$ cat config.mk
export PLATFORM = sky130hd
export DESIGN_NAME = mode_select
export DESIGN_NICKNAME = d
export VERILOG_FILES = /design/src/rtl/mode_select.sv
export SDC_FILE = /design/constraint.sdc
export NUM_CORES = 1
export LEC_CHECK = 0
export BUFFER_PORTS_ARGS = -buffer_cell sky130_fd_sc_hd__clkbuf_2
export CAP_MARGIN = 15
export CORE_ASPECT_RATIO = 1.1
export CORE_MARGIN = 2
export CORE_UTILIZATION = 48
export DETAILED_ROUTE_END_ITERATION = 10
export GPL_ROUTABILITY_DRIVEN = 1
export GPL_TIMING_DRIVEN = 0
export PLACE_DENSITY = 0.71
export RECOVER_POWER = 25
export SLEW_MARGIN = 20
export SYNTH_ARGS = -nofsm -noshare
export SYNTH_HDL_FRONTEND = slang
export SYNTH_SLANG_ARGS = --single-unit
$ cat constraint.sdc
create_clock -name clk -period 1.6 [get_ports clk]
set_input_delay 0.08 -clock clk [delete_from_list [all_inputs] [get_ports clk]]
set_output_delay 0.08 -clock clk [all_outputs]
set_load 0.005 [all_outputs]
$ cat src/rtl/mode_select.sv
`default_nettype none
// ---------------------------------------------------------------------------
// mode_select: steps the voice mode on a keypad press with a muted switch
// and a press hold-off window.
// Revision: 1.0
// ---------------------------------------------------------------------------
module mode_select #(
  parameter int NUM_MODES      = 4,
  parameter int MUTE_CYCLES    = 256,
  parameter int HOLDOFF_CYCLES = 4096
) (
  input  logic                         clk,
  input  logic                         rst,
  input  logic                         modekey,
  output logic [$clog2(NUM_MODES)-1:0] mode,
  output logic [NUM_MODES-1:0]         mode_onehot,
  output logic                         mute,
  output logic                         mode_changed,
  output logic                         busy
);

  localparam int MW   = $clog2(NUM_MODES);
  localparam int CMAX = (MUTE_CYCLES > HOLDOFF_CYCLES) ? MUTE_CYCLES : HOLDOFF_CYCLES;
  localparam int CW   = (CMAX > 1) ? $clog2(CMAX) : 1;

  localparam logic [CW-1:0] MUTE_LAST    = CW'(MUTE_CYCLES - 1);
  localparam logic [CW-1:0] HOLDOFF_LAST = CW'(HOLDOFF_CYCLES - 1);
  localparam logic [MW-1:0] MODE_LAST    = MW'(NUM_MODES - 1);

  localparam logic [2:0] S_IDLE      = 3'd0;
  localparam logic [2:0] S_MUTE_PRE  = 3'd1;
  localparam logic [2:0] S_SWITCH    = 3'd2;
  localparam logic [2:0] S_MUTE_POST = 3'd3;
  localparam logic [2:0] S_HOLDOFF   = 3'd4;

  logic [2:0]    state_q, state_d;
  logic [CW-1:0] count_q, count_d;
  logic [MW-1:0] mode_q, mode_d;

  always_ff @(posedge clk) begin
    if (rst) begin
      state_q <= S_IDLE;
      count_q <= '0;
      mode_q  <= '0;
    end else begin
      state_q <= state_d;
      count_q <= count_d;
      mode_q  <= mode_d;
    end
  end

  // Counter is cleared on every state change so each phase counts from zero.
  always_comb begin
    state_d = state_q;
    count_d = count_q + CW'(1);
    mode_d  = mode_q;
    case (state_q)
      S_IDLE: begin
        count_d = '0;
        if (modekey) state_d = S_MUTE_PRE;
      end
      S_MUTE_PRE: begin
        if (count_q == MUTE_LAST) begin
          state_d = S_SWITCH;
          count_d = '0;
          mode_d  = (mode_q == MODE_LAST) ? '0 : mode_q + MW'(1);
        end
      end
      S_SWITCH: begin
        state_d = S_MUTE_POST;
        count_d = '0;
      end
      S_MUTE_POST: begin
        if (count_q == MUTE_LAST) begin
          state_d = S_HOLDOFF;
          count_d = '0;
        end
      end
      S_HOLDOFF: begin
        if (count_q == HOLDOFF_LAST) begin
          state_d = S_IDLE;
          count_d = '0;
        end
      end
      default: begin
        state_d = S_IDLE;
        count_d = '0;
      end
    endcase
  end

  always_comb begin
    mode_onehot         = '0;
    mode_onehot[mode_q] = 1'b1;
    mode                = mode_q;
    mute                = (state_q == S_MUTE_PRE) || (state_q == S_SWITCH) ||
                          (state_q == S_MUTE_POST);
    mode_changed        = (state_q == S_SWITCH);
    busy                = (state_q != S_IDLE);
  end

endmodule
`default_nettype wire

; After elaboration in Yosys (flattened, before gate mapping)
; Index checks and enable logic that the tools add are counted.
[classes]
addsub = 2
mul = 0
div_mod_pow = 0
order_cmp = 2
n_eq_ne = 11
shifts = 0
n_mux = 11
bitwise_logic = 0
reduce_logical = 8
[op_table]
columns = operator, count
row1 = 12-bit two-way mux, 2
row2 = 12-bit case mux with 2 select lines, 1
row3 = 3-bit case mux with 5 select lines, 1
row4 = "12-bit by 1-bit adder with 12-bit output, second input constant", 1
row5 = "12-bit equality test, second input constant", 1
row6 = "12-bit by 8-bit equality test with 1-bit output, second input constant", 1
row7 = 3-bit two-way mux, 4
row8 = "2-bit inequality test, second input constant", 4
row9 = "3-bit by 2-bit equality test with 1-bit output, second input constant", 2
row10 = 4-bit AND reduction, 1
row11 = "3-bit by 1-bit equality test with 1-bit output, second input constant", 1
row12 = "3-bit equality test, second input constant", 1
row13 = 3-bit logical NOT, 1
row14 = "2-bit by 3-bit less-than comparator with 1-bit output, second input constant", 1
row15 = 3-bit nonzero test, 1
row16 = "2-bit by 1-bit adder with 2-bit output, second input constant", 1
row17 = 1-bit demux with 2-bit select, 1
row18 = "2-bit equality test, second input constant", 1
row19 = "2-bit by 1-bit greater-or-equal comparator with 1-bit output, second input constant", 1
row20 = 1-bit logical OR, 2
row21 = 2-bit two-way mux, 1
row22 = 2-bit AND reduction, 1
row23 = 2-bit OR reduction, 1
row24 = 1-bit logical AND, 1
row25 = 1-bit two-way mux, 1
[totals]
regBits = 17
latchBits = 0
ram_bits = 0
mem_bits_ro = 0
output_inout_bits = 9
wordCells = 37
memories = 0

; Longest topological paths before layout
[logic_depth]
word_depth = 4
mapped_depth = 7

; Worst setup path before layout
; No wires, ideal clock.
[synth_timing]
kind = register -> register
from = reg count_q[0]
to = reg state_q[2]
t_arrival_ns = 1.459
required_time_ns = 1.534
setup_slack_ns = 0.075
stages_incl_launch_ff = 7
n_path_buf = 1
synth_period_minus_slack_ns = 1.525
cell_sequence = dfxtp_1 -> ha_1 -> and4_1 -> buf_6 -> nand4_2 -> or3b_1 -> a21oi_2
[synth_between]
elab_chain_len = 3
elab_cells_between_ends = 6
cone_classes = 5 x eq/ne / 1 x reduce/logical
[synth_rtl]
columns = element, line_no
row1 = "start, declared", 37  ; logic [CW-1:0] count_q, count_d;
row2 = "start signal, assigned", 47  ; count_q <= count_d;
row3 = 12-bit equality test or 12-bit by 8-bit equality test with 1-bit output (tied branches), "80, 63, 74"
row4 = 2-bit inequality test (no line), --
row5 = 4-bit AND reduction (no line) *, --
row6 = "end signal, assigned", 46  ; state_q <= state_d;
row7 = "end, declared", 36  ; logic [2:0] state_q, state_d;
; Mark *: on every way between the ends. The rest lies on a longest branch, timed or not.
; A chain may end at the register's enable or synchronous reset.

; Final worst setup path
[layout_timing]
from = reg count_q[1]
to = reg count_q[10]
[layout_between]
elab_chain_len = 3
elab_cells_between_ends = 6
cone_classes = 1 x add/sub / 2 x eq/ne / 3 x mux
[layout_rtl]
columns = element, line_no
row1 = 12-bit by 1-bit adder with 12-bit output (tied with other cells), 55  ; count_d = count_q + CW'(1);
row2 = "12-bit two-way mux, on equally long branches", "80, 63, 74"
row3 = 12-bit case mux with 2 select lines *, 57  ; case (state_q)
; Marked as above.

==> reports/metrics.cfg <==
[worst_setup_path]
worst_r2r_path_depth = 7
critical_path.reg2reg.endpoint = count_q[10]$_SDFF_PP0_
r2r-start = count_q[1]$_SDFF_PP0_
cp-start-kind = flop
required_time_at_the_endpoint_of_the_critical_path_ps = 1790
critPathMaxFanout = 6
setup.worst_path.class = reg -> reg
worstPathArrival_ps = 1720
critPathLaunch = count_q[1]$_SDFF_PP0_
end_kind = flop
reg2reg_slack_ps = 70

[hold_path]
worst_hold_startpoint = modekey
min_to = state_q[0]$_SDFFE_PP0P_
timing.hold.worst_path_depth = 2
hold_path_class = in -> reg

[routing]
vias_per_cell = 5.519
wirelength_um = 1578
detailedRoute.firstIterationViolations = 10
drcViolationCount = 0
detail_route.wl_per_cell_um = 12.05
route.vias.total = 723
dr.pass1.iters = 4
postRouteAntennaNets = 0

[yosys]
synth_top_area_share_pct = 40.12
synthesis.nets = 99
synth_edf_count = 0
synth.cell_area_um2 = 848.3
post_synth_most_frequent_cells = sky130_fd_sc_hd__dfxtp_1, sky130_fd_sc_hd__nor2_1, sky130_fd_sc_hd__xor2_1
netlist.top_cell.by_area = sky130_fd_sc_hd__dfxtp_1
syn-instance-count = 91
ys_ff_latch = 17
synthMostInstantiatedCell = sky130_fd_sc_hd__dfxtp_1
ys_top_cells_by_area = sky130_fd_sc_hd__dfxtp_1, sky130_fd_sc_hd__xor2_1, sky130_fd_sc_hd__ha_1
count_of_synthesis_stage_warnings_from_yosys = 0
synth-async-reset-ratio_pct = 0
synth_cell_types = 28
synth-seq-area-share_pct = 40.12
avgSynthCellArea_um2 = 9.322
ys_dominant_reg_cell = sky130_fd_sc_hd__dfxtp_1

[global_routing]
grt_pass1_vias = 614
grtUsageTotal_pct = 16.55
antenna_found_initial = 0
grt_overflow_total = 0
global_route_wire_length_before_repair_um = 2497
grt_start_max_net_pins = 11

[clocking]
cts_tree = done
clock_tree.htree_level_count = 1
cts_hold_buf = 0
root_buffer = sky130_fd_sc_hd__clkbuf_4
tritoncts_num_sinks = 17
path_clk_slew_ps = 90
clock_insertion_delay_worst_skew_ps = 290
ctsLongestPathBuffers = 2
numCtsBuffers = 3

[placed_design]
io_buffer_count = 11
hpwl_um = 1073
routabilityCongestion = 0.7861
pre_cts_ws_ps = -170.0

[status]
status = finished clean

[timing]
clock-skew-final_ps = 0.6196
tns_ps = 0
setup_viol = 0
maximum_clock_frequency_mhz = 653.7
slew_violations = 0
fin_crit_sh_pct = 95.61
hold_viol = 0
finalCriticalPeriod_ps = 1530
final.setup.worst_slack_ps = 70.25
max_slew_margin_pct = 76.91
tightest_slew_ps = 343.8
rsz_0062_raised_after_global_routing = yes

[die]
placeableCoreArea_um2 = 1614
die-area_um2 = 2120
dieHeight_um = 48.09
floorplan.initialDensity_pct = 52.56
chipWidth_um = 44.09
core.rowCount = 15
num_io_pins = 12

[layout]
seqCellArea_um2 = 345.3
final_net_count = 123
fraction_of_layout_cells_with_a_size_suffix_above_1_pct = 33.33
n_antenna_cell = 0
multi_input_combinational_cell_area_um2 = 503.0
fillCellCount = 156
area_growth_syn_to_layout_pct = 24.93

[power]
cellLeakagePower_nw = 0.4458
power.ir.vdd_worst_uv = 531.9
powerDensity_nw_per_um2 = 661.8

[job]
maxCapViolCount = 0

==> how the worst max path moves through the flow <==
stage / cells after the start / slack, ps / end
2_1_floorplan: 6 / 80 / state_q[2]$_SDFFE_PP0P_
3_3_place_gp: 7 / -140 / count_q[3]$_SDFF_PP0_
3_5_place_dp: 7 / -170 / count_q[7]$_SDFF_PP0_
4_1_cts: 6 / 10 / state_q[2]$_SDFFE_PP0P_
5_1_grt: 7 / -20 / count_q[9]$_SDFF_PP0_
6_report: 7 / 70 / count_q[10]$_SDFF_PP0_
==> final cells by class <==
cell class              count  area share (%)
repair buffers             19           10.86
flip-flops and latches     17           32.59
inverters                   2          0.7084
plain buffers               6           3.896
well taps                  17           2.007
multi-input cells          66           47.46
clock buffers               4           2.479
==> metal layers <==
metal,part of all wire (%),GRT usage (%),wire length [µm]
met1,44,16.97,690
met3,4.2,3.333,67
met4,2.3,10.91,37
met5,0,0,0
met2,50,31.18,783
==> repair_timing <==
item	CTS	global route
setup endpoints to repair	12	13
pin swaps	1	7
buffers inserted	2	5
gates cloned	0	1
gates resized for setup	6	7
==> state kept, by name, indices dropped and copies added, names as in the netlist <==
name / cells
mode: 2
state_q: 3
count_q: 12
==> stage by stage <==
step / cells / utilization [%] / area (µm²) / hold slack (ps) / total power, mW
2_1_floorplan: 91 / - / 848.3 / 142.4 / 0.4582
3_3_place_gp: 119 / 57.29 / 924.6 / 311.5 / 0.4706
3_5_place_dp: 119 / 57.29 / 924.6 / 321.3 / 0.4715
4_1_cts: 125 / 61.01 / 984.7 / 17.78 / 0.7055
5_1_grt: 131 / 65.66 / 1060 / 16.07 / 0.7300
6_report: 131 / 65.66 / 1060 / 17.18 / 0.7014
==> power breakdown <==
part           switching (mW)  leakage [nW]  total [mW]  internal (mW)
clock network           0.131        0.0150       0.228         0.0970
registers             0.00247         0.139       0.429          0.427
logic                  0.0225         0.292      0.0445         0.0219
total                   0.156         0.446       0.701          0.546
==> layout by cell type, fill, tap and decap left out, types with 2 or more instances in the layout <==
master / count
sky130_fd_sc_hd__buf_2: 3
sky130_fd_sc_hd__ha_1: 4
sky130_fd_sc_hd__a21oi_2: 2
sky130_fd_sc_hd__dfxtp_1: 13
sky130_fd_sc_hd__inv_1: 2
sky130_fd_sc_hd__nor2b_1: 2
sky130_fd_sc_hd__clkbuf_4: 3
sky130_fd_sc_hd__nand3_1: 3
sky130_fd_sc_hd__nor3b_1: 2
sky130_fd_sc_hd__buf_4: 8
sky130_fd_sc_hd__clkbuf_2: 11
sky130_fd_sc_hd__and4_1: 2
sky130_fd_sc_hd__nor2_1: 14
sky130_fd_sc_hd__and3_1: 2
sky130_fd_sc_hd__nand2_1: 4
sky130_fd_sc_hd__xor2_1: 10
sky130_fd_sc_hd__or3_1: 2
sky130_fd_sc_hd__buf_6: 2
sky130_fd_sc_hd__dfxtp_2: 4
sky130_fd_sc_hd__nand4_1: 6
sky130_fd_sc_hd__clkbuf_1: 2
sky130_fd_sc_hd__nor3_1: 2
==> cells by family (layout without fill, tap and decap cells) <==
logic type / count (synthesis) / in the layout / share of synthesized area, %
adders and majority gates: 5 / 5 / 7.375
DFF: 17 / 17 / 40.12
xor gates and xnor gates: 11 / 11 / 11.36
AOI/OAI and AO/OA: 5 / 5 / 4.720
muxes: 1 / 1 / 1.180
and+or+nand+nor: 44 / 44 / 30.24
buffers and inverters: 8 / 31 / 5.015
==> critical path, stage by stage (launching register included) <==
cell	delay, ps
sky130_fd_sc_hd__dfxtp_2	370
sky130_fd_sc_hd__ha_4	140
sky130_fd_sc_hd__and4_1	180
sky130_fd_sc_hd__buf_6	130
sky130_fd_sc_hd__nand4_1	130
sky130_fd_sc_hd__a32oi_2	250
sky130_fd_sc_hd__buf_4	190
sky130_fd_sc_hd__nor2_1	40
(Power assumes the default switching activity.)
